==> src/rtl/data_bus_mmio.sv <==
// data_bus_mmio: data-side bus slave behind the core's Memory stage.
// It decodes the byte address into two regions: a word-addressed data RAM
// and a 64-byte peripheral page. The page holds GPIO out, synchronized
// GPIO in, and a compare timer with an interrupt.
// Ports:
//   clk, rst          clock; asynchronous active-low reset
//   MemRead/MemWrite  core strobes
//   RWAddress         byte address
//   WriteData         store data
//   MemData           combinational read data (the core registers it)
//   gpio_in/gpio_out  external GPIO
//   timer_irq         STAT.MATCH & CTRL.IRQEN
//   bus_err           sticky misaligned/unmapped access flag
module data_bus_mmio #(
    parameter int                    DATA_WIDTH = 32,
    parameter int                    ADDR_WIDTH = 32,
    parameter logic [ADDR_WIDTH-1:0] RAM_BASE   = 32'h1001_0000,
    parameter int                    RAM_WORDS  = 64,
    parameter logic [ADDR_WIDTH-1:0] IO_BASE    = 32'h1002_0000,
    parameter int                    GPIO_WIDTH = 8
) (
    input  logic                  clk,
    input  logic                  rst,
    input  logic                  MemRead,
    input  logic                  MemWrite,
    input  logic [ADDR_WIDTH-1:0] RWAddress,
    input  logic [DATA_WIDTH-1:0] WriteData,
    output logic [DATA_WIDTH-1:0] MemData,
    input  logic [GPIO_WIDTH-1:0] gpio_in,
    output logic [GPIO_WIDTH-1:0] gpio_out,
    output logic                  timer_irq,
    output logic                  bus_err
);
    localparam int IDX_W = $clog2(RAM_WORDS);
    localparam logic [ADDR_WIDTH-1:0] RAM_BYTES = ADDR_WIDTH'(4 * RAM_WORDS);
    localparam logic [ADDR_WIDTH-1:0] IO_BYTES  = ADDR_WIDTH'(64);

    localparam logic [3:0] R_GPIO_OUT = 4'h0;
    localparam logic [3:0] R_GPIO_IN  = 4'h1;
    localparam logic [3:0] R_CNT      = 4'h2;
    localparam logic [3:0] R_CMP      = 4'h3;
    localparam logic [3:0] R_CTRL     = 4'h4;
    localparam logic [3:0] R_STAT     = 4'h5;

    logic [DATA_WIDTH-1:0] ram [RAM_WORDS];

    logic [GPIO_WIDTH-1:0] gpio_sync1, gpio_sync2;
    logic [DATA_WIDTH-1:0] cnt, cmp, cnt_next;
    logic [2:0]            ctrl;   // {IRQEN, AUTOCLR, EN}
    logic                  stat, stat_next;

    // Subtracting the base means one unsigned compare per region is enough.
    // An address below the base wraps to a large offset, so it misses.
    logic [ADDR_WIDTH-1:0] ram_off, io_off;
    logic                  ram_hit, io_hit, strobe, misaligned, wr_ok, io_wr, err_set;
    logic [IDX_W-1:0]      ram_idx;
    logic [3:0]            io_idx;
    logic [DATA_WIDTH-1:0] io_rdata;
    logic                  timer_hit;

    always_comb begin
        ram_off    = RWAddress - RAM_BASE;
        io_off     = RWAddress - IO_BASE;
        ram_hit    = ram_off < RAM_BYTES;
        io_hit     = io_off < IO_BYTES;
        ram_idx    = ram_off[IDX_W+1:2];
        io_idx     = io_off[5:2];
        strobe     = MemRead | MemWrite;
        misaligned = strobe && (RWAddress[1:0] != 2'b00);
        wr_ok      = MemWrite && (RWAddress[1:0] == 2'b00);
        io_wr      = wr_ok && io_hit;
        err_set    = misaligned || (strobe && !ram_hit && !io_hit);
    end

    // Peripheral read mux. Unused page slots read as zero.
    always_comb begin
        io_rdata = '0;
        case (io_idx)
            R_GPIO_OUT: io_rdata[GPIO_WIDTH-1:0] = gpio_out;
            R_GPIO_IN:  io_rdata[GPIO_WIDTH-1:0] = gpio_sync2;
            R_CNT:      io_rdata = cnt;
            R_CMP:      io_rdata = cmp;
            R_CTRL:     io_rdata[2:0] = ctrl;
            R_STAT:     io_rdata[0] = stat;
            default:    io_rdata = '0;
        endcase
    end

    // Read data reflects the pre-write state, because writes land on the edge.
    // Reset gates the output, since RAM contents are not cleared.
    always_comb begin
        MemData = '0;
        if (rst && MemRead && !misaligned) begin
            if (ram_hit)     MemData = ram[ram_idx];
            else if (io_hit) MemData = io_rdata;
        end
    end

    // Timer next state. A software CNT write overrides the increment.
    // A MATCH set overrides a W1C landing on the same edge.
    always_comb begin
        timer_hit = (cnt == cmp);
        cnt_next  = cnt;
        if (ctrl[0]) cnt_next = (timer_hit && ctrl[1]) ? '0 : cnt + 1'b1;
        if (io_wr && io_idx == R_CNT) cnt_next = WriteData;

        stat_next = stat;
        if (io_wr && io_idx == R_STAT && WriteData[0]) stat_next = 1'b0;
        if (ctrl[0] && timer_hit) stat_next = 1'b1;
    end

    always_ff @(posedge clk or negedge rst) begin
        if (!rst) begin
            gpio_out   <= '0;
            gpio_sync1 <= '0;
            gpio_sync2 <= '0;
            cnt        <= '0;
            cmp        <= '0;
            ctrl       <= '0;
            stat       <= 1'b0;
            bus_err    <= 1'b0;
        end else begin
            gpio_sync1 <= gpio_in;
            gpio_sync2 <= gpio_sync1;
            cnt        <= cnt_next;
            stat       <= stat_next;
            bus_err    <= bus_err | err_set;
            if (io_wr && io_idx == R_GPIO_OUT) gpio_out <= WriteData[GPIO_WIDTH-1:0];
            if (io_wr && io_idx == R_CMP)      cmp      <= WriteData;
            if (io_wr && io_idx == R_CTRL)     ctrl     <= WriteData[2:0];
        end
    end

    // Data RAM. It has no reset, and its read port is asynchronous.
    always_ff @(posedge clk) begin
        if (wr_ok && ram_hit) ram[ram_idx] <= WriteData;
    end

    assign timer_irq = stat & ctrl[2];
endmodule

==> config.mk <==
export PLATFORM = sky130hd
export DESIGN_NAME = data_bus_mmio
export DESIGN_NICKNAME = d
export VERILOG_FILES = /design/src/rtl/data_bus_mmio.sv
export SDC_FILE = /design/constraint.sdc
export NUM_CORES = 2
export LEC_CHECK = 0
export ABC_CLOCK_PERIOD_IN_PS = 3700
export CAP_MARGIN = 10
export CORE_ASPECT_RATIO = 0.75
export CORE_MARGIN = 5
export CORE_UTILIZATION = 55
export DETAILED_ROUTE_END_ITERATION = 10
export GPL_ROUTABILITY_DRIVEN = 0
export PLACE_DENSITY = 0.71
export RECOVER_POWER = 50
export SYNTH_ARGS = -nofsm -noshare
export SYNTH_HDL_FRONTEND = slang
export SYNTH_SLANG_ARGS = --single-unit
==> constraint.sdc <==
create_clock -name clk -period 3.7 [get_ports clk]
set_clock_uncertainty 0.05 [all_clocks]
set_input_delay 0.555 -clock clk [delete_from_list [all_inputs] [get_ports clk]]
set_output_delay 0.555 -clock clk [all_outputs]
set_load 0.05 [all_outputs]
==> results.ini <==
[floorplanning]
num_rows=124
dieArea_mm2=0.161
num_io_pins=118
core_mm2=0.152
fp.dieW_um=461
start_util_pct=55.2
die_h_um=349

[critical_path]
crit_slowest_cell=mux2i_1
startpoint_type=input pin
critPathMaxFanout=19
worstPathCellList=buf_8 -> buf_4 -> buf_4 -> mux2i_1 -> a22oi_1 -> a21oi_1 -> o2111ai_1 -> nor3_2 -> buf_4 -> o22ai_4 -> buf_6
r2r-end=cnt[30]
endpoint_kind=output port
reg2reg_depth=7
worstPathRequired_ps=3090
path_common_cell=buf_4
slowest_delay_ps=370
criticalPathCategory=input pin to output port
rr_startpoint=cnt[5]
reg2reg_slack_ps=990
arrival_ps=3070

[final_layout]
fin_area_mm2=0.101
layout-drive-gt1-share_pct=31.9
postLayoutCoreUtil_pct=66.4
final_nets=4940
seq_area_mm2=0.0638
nFillCells=9609
multi_input_area_mm2=0.0205
areaGrowthSynthToFinish_pct=20.3

[placement]
hpwl_um=153000
portBuffers=117
placed_cell_area_mm2=0.0942

[drt]
drt-total-wl_um=240000
avgRoutedWirePerCell_um=34.1
drc=0
first_pass_iters=6
ant_nets=0
vias=47100
drtIter0Drc=7358
via_per_inst=6.68

[outcome]
run_status=complete, but fails checks
violations=max-capacitance violations, max-slew violations

[sta]
hold_viol_final=0
slew_headroom_pct=-146
max_freq_mhz=272
fin_crit_ps=3680
worst_pin_slew_ps=3700
fin_crit_sh_pct=99.3
setup_viol=0
finalMaxSlewViolations=1609

[power]
leakagePower_nw=33.5
p_per_area_mw_per_mm2=484
vdd_drop_max_mv=0.502

[yosys]
synth.avg_cell_area_um2=20.2
synth_flop_cell=edfxtp_1
synth_seq_cells=2141
synth.top_cells.by_count=edfxtp_1 (2048), mux4_2 (438), mux2i_1 (241)
async_flop_share_pct=4.34
synth_top_area_share_pct=73.2
syn_inst=4165
syn_area_mm2=0.0840
synth-edff-count=2048
synth.largest_area_cell=edfxtp_1
synth_area_leaders=edfxtp_1 (73%), mux4_2 (12%), mux2i_1 (2.9%), dfrtp_1 (2.8%), nand2_1 (0.89%)
ys_seq_area_share_pct=76.0
synth_most_common_cell=edfxtp_1
ys.warnings.count=0
syn_nets=4244
synth_cell_types=74

[global_route]
globalRoute.totalOverflow=0
grt_start_max_net_pins=67
grt_pass1_wl_um=341000
grt_usage_pct=30.0
grt_pass1_vias=45700
antenna_found_initial=11

[cts]
cts_tree=done
clock_path_buffers=3
cts-buffers-inserted=191
clock_latency_ps=840
ctsHtreeMaxLevel=4
clkTransAtPathRegs_ps=60
cts-root-buf=clkbuf_16
clock_sinks=2141

[hold_path]
worstHoldEndpoint=gpio_sync1[5]
min_path_type=input pin to flop
whs_path_depth=1
min_from=gpio_in[5]

[job]
drv_cap=35

timing repair:
action,in CTS,in global routing
hold buffers,2,0
endpoints found under the setup margin,32,32
resized for setup,75,106
setup buffers,5,11
pin swaps,38,43
cloned,2,3
hold endpoints to repair,55,0
per-layer routing:
layer / GRT usage [%] / vias to the layer above / share of wire, %
li1: - / 18800 / -
met1: 45.6 / 24500 / 38
met2: 43.4 / 3396 / 44
met3: 7.75 / 428 / 14
met4: 9.16 / 2 / 3.3
met5: 0 / - / 0.0054
state kept, by name, indices dropped and copies added (netlist names):
register    cells
bus_err         1
cmp            32
cnt            32
ctrl            3
gpio_out        8
gpio_sync1      8
gpio_sync2      8
ram          2048
stat            1
critical path, delay by kind of cell:
family / cells / cell delay, ps
compound gates: 4 / 730
buf+inv: 5 / 1210
mux: 1 / 370
simple gates: 1 / 150
per-stage QoR:
| stage | cells | hold slack (ps) | setup slack [ps] | TNS [ps] | total power [mW] |
|---|---|---|---|---|---|
| final | 7041 | 223 | 24.9 | 0 | 49.0 |
| after CTS | 7023 | 25.2 | -55.0 | -147 | 49.1 |
| after floorplan | 4165 | 209 | -302 | -388340 | 28.3 |
| after global placement | 6665 | 287 | -408 | -369690 | 30.0 |
| after detailed placement | 6665 | 286 | -332 | -437900 | 30.0 |
| after global routing | 7035 | 196 | -63.2 | -290 | 50.4 |
final cells by class:
type | count | area share, %
flip-flops and latches | 2141 | 63.1
inverters | 53 | 0.202
well taps | 2016 | 2.49
repair buffers | 741 | 8.00
diodes | 7 | 0.0173
clock buffers | 240 | 5.06
multi-input cells | 1733 | 20.2
clock inverters | 110 | 0.869
power by group:
part	total, mW	switching (mW)	internal (mW)
clock	19.3	8.79	10.5
sequential	26.6	0.00319	26.6
combinational	3.09	1.91	1.18
cell usage in the layout (no fill, tap or decap), types with 30 or more instances in the layout:
cell,synthesis,final
edfxtp_1,2048,2048
mux4_2,438,438
buf_4,10,390
mux2i_1,241,236
clkbuf_16,0,199
buf_12,0,199
nand2_1,199,197
clkbuf_1,127,96
dfrtp_1,93,93
nor2_4,0,64
a22oi_1,53,53
nand4_1,51,51
o22ai_1,78,51
inv_1,50,48
clkinv_1,3,44
mux2_2,45,44
xnor2_1,44,44
a21oi_1,48,42
a32oi_1,46,38
nor2_1,102,37
clkinv_2,0,36
nand3_1,32,31
clkdlybuf4s50_1,0,30
worst max path at each step:
stage	start	cells past startpoint	end	slack, ps
finish	RWAddress[4]	11	MemData[30]	20
global route	ram[10][7]	8	MemData[7]	-60
CTS	ram[10][7]	8	MemData[7]	-50
detailed placement	RWAddress[6]	12	MemData[2]	-330
global placement	RWAddress[17]	11	MemData[3]	-410
floorplan	RWAddress[17]	10	MemData[11]	-300
cells by family (layout without fill, tap and decap cells):
kind of cell | Yosys count | after routing | share of synthesized area (%)
compound gates | 423 | 423 | 3.63
xor+xnor | 61 | 61 | 0.636
fa+ha+maj | 3 | 3 | 0.0447
buf+inv | 291 | 1144 | 1.47
flops | 2141 | 2141 | 76.0
mux | 724 | 724 | 15.2
other cells | 0 | 7 | 0
simple gates | 522 | 522 | 3.05
Note: power is estimated with default switching activity, not from simulation.
